## src/rtl/reg_wb_pkg.sv

```systemverilog
// reg_wb_pkg: shared widths, source indices and slot type for the writeback arbiter.
// Rev 1.0
`default_nettype none

package reg_wb_pkg;

  localparam int NUM_SRC   = 3;
  localparam int DATA_BITS = 8;
  localparam int ADDR_BITS = 4;
  localparam int RO_BASE   = 13;

  localparam int SRC_ALU   = 0;
  localparam int SRC_LSU   = 1;
  localparam int SRC_CONST = 2;

  typedef struct packed {
    logic [ADDR_BITS-1:0] addr;
    logic [DATA_BITS-1:0] data;
  } slot_t;

endpackage

`default_nettype wire

```

## src/rtl/reg_write_arbiter_rr_pick.sv

```systemverilog
// rr_pick: cyclic first-set finder; grants the first requesting index at or after ptr.
// Rev 1.0
`default_nettype none

module rr_pick #(
  parameter int N  = 3,
  parameter int PW = (N > 1) ? $clog2(N) : 1
) (
  input  logic [N-1:0]  req,
  input  logic [PW-1:0] ptr,
  output logic [N-1:0]  grant,
  output logic          any
);

  int idx;

  always_comb begin
    grant = '0;
    any   = 1'b0;
    idx   = 0;
    for (int k = 0; k < N; k++) begin
      idx = int'(ptr) + k;
      if (idx >= N) idx = idx - N;
      if (!any && req[idx[PW-1:0]]) begin
        grant[idx[PW-1:0]] = 1'b1;
        any                = 1'b1;
      end
    end
  end

endmodule

`default_nettype wire

```

## src/rtl/reg_write_arbiter.sv

```systemverilog
// reg_write_arbiter: round-robin share of one register-file write port among writeback sources.
// Optional macro WB_DROP_RO_EN discards writes to read-only registers. Rev 1.0
`default_nettype none

module reg_write_arbiter
  import reg_wb_pkg::*;
(
  input  logic                          clk,
  input  logic                          reset,
  input  logic                          enable,
  input  logic [NUM_SRC-1:0]            src_valid,
  output logic [NUM_SRC-1:0]            src_ready,
  input  logic [NUM_SRC*ADDR_BITS-1:0]  src_addr,
  input  logic [NUM_SRC*DATA_BITS-1:0]  src_data,
  output logic                          wr_en,
  output logic [ADDR_BITS-1:0]          wr_addr,
  output logic [DATA_BITS-1:0]          wr_data,
  output logic                          drop_err,
  output logic [2**ADDR_BITS-1:0]       pend_mask,
  output logic                          busy
);

  localparam int PTR_W = (NUM_SRC > 1) ? $clog2(NUM_SRC) : 1;

  logic [NUM_SRC-1:0] held;
  logic [NUM_SRC-1:0] req;
  logic [NUM_SRC-1:0] grant;
  logic [NUM_SRC-1:0] accept;
  logic               any;
  logic               wr_go;
  slot_t              slots [NUM_SRC];
  slot_t              sel;
  logic [PTR_W-1:0]   rr_ptr;
  logic [PTR_W-1:0]   ptr_next;

  // Grant depends only on registered slot state and enable, never on src_valid.
  assign req = enable ? held : '0;

  rr_pick #(.N(NUM_SRC), .PW(PTR_W)) u_rr_pick (
    .req   (req),
    .ptr   (rr_ptr),
    .grant (grant),
    .any   (any)
  );

  assign src_ready = ~held | grant;
  assign accept    = src_valid & src_ready;
  assign busy      = |held;

  always_comb begin
    sel      = '0;
    ptr_next = rr_ptr;
    for (int i = 0; i < NUM_SRC; i++) begin
      if (grant[i]) begin
        sel      = slots[i];
        ptr_next = (i == NUM_SRC - 1) ? '0 : PTR_W'(i + 1);
      end
    end
  end

  always_comb begin
    pend_mask = '0;
    for (int i = 0; i < NUM_SRC; i++) begin
      if (held[i]) pend_mask[slots[i].addr] = 1'b1;
    end
  end

`ifdef WB_DROP_RO_EN
  logic is_ro;
  assign is_ro = (sel.addr >= ADDR_BITS'(RO_BASE));
  assign wr_go = any && !is_ro;

  always_ff @(posedge clk) begin
    if (!reset) drop_err <= 1'b0;
    else        drop_err <= any && is_ro;
  end
`else
  assign wr_go    = any;
  assign drop_err = 1'b0;
`endif

  always_ff @(posedge clk) begin
    if (!reset) begin
      held    <= '0;
      rr_ptr  <= '0;
      wr_en   <= 1'b0;
      wr_addr <= '0;
      wr_data <= '0;
    end else begin
      held  <= accept | (held & ~grant);
      wr_en <= wr_go;
      if (any) begin
        rr_ptr  <= ptr_next;
        wr_addr <= sel.addr;
        wr_data <= sel.data;
      end
    end
  end

  // Slot payload needs no reset: it is only observed while its held bit is set.
  always_ff @(posedge clk) begin
    for (int i = 0; i < NUM_SRC; i++) begin
      if (accept[i]) begin
        slots[i].addr <= src_addr[i*ADDR_BITS +: ADDR_BITS];
        slots[i].data <= src_data[i*DATA_BITS +: DATA_BITS];
      end
    end
  end

endmodule

`default_nettype wire

```

## config.mk

```make
export PLATFORM = sky130hd
export DESIGN_NAME = reg_write_arbiter
export DESIGN_NICKNAME = d
export VERILOG_FILES = /design/src/rtl/reg_wb_pkg.sv /design/src/rtl/reg_write_arbiter_rr_pick.sv /design/src/rtl/reg_write_arbiter.sv
export SDC_FILE = /design/constraint.sdc
export NUM_CORES = 1
export LEC_CHECK = 0
export ABC_AREA = 1
export CORE_MARGIN = 3
export CORE_UTILIZATION = 35
export CTS_BUF_LIST = sky130_fd_sc_hd__clkbuf_4 sky130_fd_sc_hd__clkbuf_8
export DETAILED_ROUTE_END_ITERATION = 10
export MAX_ROUTING_LAYER = met4
export SLEW_MARGIN = 20
export SYNTH_ARGS = -nofsm -noshare
export SYNTH_HDL_FRONTEND = slang
export SYNTH_SLANG_ARGS = --single-unit
```

## constraint.sdc

```tcl
create_clock -name clk -period 7.2 [get_ports clk]
set_input_delay 1.44 -clock clk [delete_from_list [all_inputs] [get_ports clk]]
set_output_delay 1.44 -clock clk [all_outputs]
set_load 0.02 [all_outputs]
```

==> results by group <==
Drt
  – Initial detailed-routing violation count: 138
  – Antenna viol nets, final: 0
  – Via count: 2600
  – Vias per cell: 4.860
  – DRC: 0
  – Drt total wl: 7.928 mm
  – Post-DR wirelength/cell: 14.82 um
  – TritonRoute pass-1 iters: 4

STA
  – Fin Setup TNS: 0 ns
  – Final Critical Period: 5.098 ns
  – Worst-Margin Slew: 0.8933 ns
  – Tcrit/Tclk final: 70.81%
  – Unrepaired setup endpoints after global routing: false
  – Final setup viols: 0
  – Final slew viol count: 0
  – Max Freq: 196.1 MHz
  – Clk_skew: 0.008921 ns
  – Final count of hold timing violations: 0
  – Worst slew margin: 40.12%
  – Final setup margin: 2.102 ns
  – Hold slack: 0.5491 ns

Clocking
  – Clk Latency, worst-skew pair: 0.31 ns
  – Post_cts resized: 0
  – Post-CTS setup buffers: 0
  – CTS Sinks: 54
  – Clock root cell: clkbuf_8
  – H-tree lvl count: 2
  – Max Root-Sink Buffers: 2
  – CTS tree: built
  – Post-CTS Hold Buffers: 0
  – Clock transition at the registers of the reported paths: 0.10 ns
  – Num CTS Buffers: 5

Worst setup path
  – Worst Path Max Fanout: 12
  – Crit Path Class: input pin to primary output
  – WP data required: 5.76 ns
  – Nature of the critical path endpoint: primary output
  – CP max-delay cell: clkdlybuf4s50_1
  – CP peak stage delay: 0.58 ns
  – CP Launch Type: input pin
  – WP data arrival: 3.66 ns
  – Worst path cell trace: clkdlybuf4s50_1, nand2_1, nand2_1, nand3_1, nand2_2, nor2_2, nand2_1, nand2_1, nor2_4, nand2_1, clkdlybuf4s50_1
  – Crit path top cell by count: nand2_1

Job
  – Max-cap violations: 0

Placed design
  – Final RePlAce weighted congestion: 0.9151
  – Area after DPL: 3664 um^2
  – PortBufs: 74
  – Pre-CTS setup slack: 2.120 ns
  – Detailed placement HPWL: 6.033 mm

Layout
  – Fill count: 798
  – Design Area, Final: 3756 um^2
  – Area of the multi-input gates: 1215 um^2
  – Most common cell after layout, fill and taps aside: nand2_1
  – Nets: 478
  – # diodes: 0
  – Area Overhead vs Synth: 30.64%
  – Most frequent cells in the layout: 122 x nand2_1, 74 x clkdlybuf4s50_1, 68 x nand3_1, 36 x edfxtp_1, 33 x inv_1
  – Layout cells sized above 1: 5.543%
  – FF+latch area: 1441 um^2

Die
  – Chip Height: 96.64 um
  – Die area: 9338 um^2
  – Initial core utilization: 36.64%
  – Row cnt: 32
  – I/O pin count: 76
  – Core area: 7848 um^2
  – Die span in x: 96.64 um

Logic synthesis
  – Sequential share of the synthesized area: 50.13%
  – Ys Warns: 0
  – Synth Net Count: 409
  – Post-Synth Adder-Cell Area: 1.741%
  – Synth Area in Simple Gates: 36.47%
  – Mapped Avg Cell Area: 7.921 um^2
  – Syn Inst Count: 363
  – Synth Area in Compound Gates: 3.916%
  – Post-synthesis xor/xnor area fraction: 0%
  – Count of cell types in the netlist: 29
  – Area of the mapped netlist: 2875 um^2
  – Largest family of logic cells by synthesized area: simple AND/OR/NAND/NOR gates
  – Synthesized flop and latch total: 54
  – Multiplexer share of the synthesized area: 0%

Hold path
  – Worst Hold Class: register to register

Global route
  – First-pass GRT wire length: 12.55 mm
  – Initial antenna violation count: 0
  – Vias in the first global route: 2522
  – GRT overflow: 0
  – Largest net degree at the start of global routing: 19
  – Tot GR Track Use: 17.10%

Power and ir drop
  – Leak: 1.604 nW
  – Power per cell area: 360.3 nW/um^2
  – Worst VDD drop: 0.0001605 V
  – Final Power: 1.353 mW

Outcome
  – Outcome: finished, final reports clean
layer usage:
metal  share of wire [%]  GRT usage (%)  up-vias
li1                    -              -     1331
met3                 4.2          2.019       10
met5                   0              -        -
met1                  47          22.44     1184
met2                  47          27.97       75
met4                 1.7          4.968        0
kinds of logic after synthesis:
kind of cell | after synthesis
buffers and inverters | 49
adder cells (fa/ha/maj) | 4
AO/OA/AOI/OAI | 20
other | 1
flip-flops | 54
AND/OR/NAND/NOR | 235
registers in the layout, indices dropped and copies added, names as in the netlist:
register and cells:
held 3, rr_ptr 2, slots 36, wr_addr 4, wr_data 8, wr_en 1
critical path: cells and delay by family:
family,cells,cell delay (ns)
and+or+nand+nor,9,1.08
buffers and inverters,2,1.14
worst paths after layout:
check             slack [ns]      endpoint  startpoint  cells after the start
hold / removal          0.55     rr_ptr[1]   rr_ptr[1]                      2
setup reg to reg        4.48    wr_data[0]   rr_ptr[0]                     13
hold reg to reg         0.55     rr_ptr[1]   rr_ptr[1]                      2
setup / recovery        2.10  src_ready[2]      enable                     11
power by group:
| part | internal (mW) | switching (mW) |
|---|---|---|
| sequential | 0.393 | 0.0380 |
| clock | 0.0698 | 0.106 |
| combinational | 0.240 | 0.506 |
cells in the mapped netlist (all sizes together):
cell	n	area (um^2)
a21oi	6	30.03
a31oi	2	12.51
buf	9	68.81
clkbuf	3	11.26
clkinv	1	3.750
conb	1	3.750
dfxtp	18	360.4
edfxtp	36	1081
ha	4	50.05
inv	36	135.1
nand2	127	489.2
nand3	71	377.9
nand3b	1	7.510
nand4	3	18.77
nor2	28	125.1
nor3	5	30.03
o211ai	1	7.510
o21ai	9	45.04
o311ai	2	17.52
final cells by class:
type / count / share of cell area (%)
well taps: 102 / 3.398
clock inverters: 3 / 0.6329
clock buffers: 5 / 1.832
repair buffers: 74 / 19.72
flip-flops and latches: 54 / 38.37
inverters: 37 / 3.698
multi-input cells: 260 / 32.35
through the flow:
step | util [%] | std cells
floorplan | - | 363
global placement | 46.68 | 527
detailed placement | 46.68 | 527
CTS | 47.86 | 535
global route | 47.86 | 535
finish | 47.86 | 535
(Power assumes the default switching activity.)
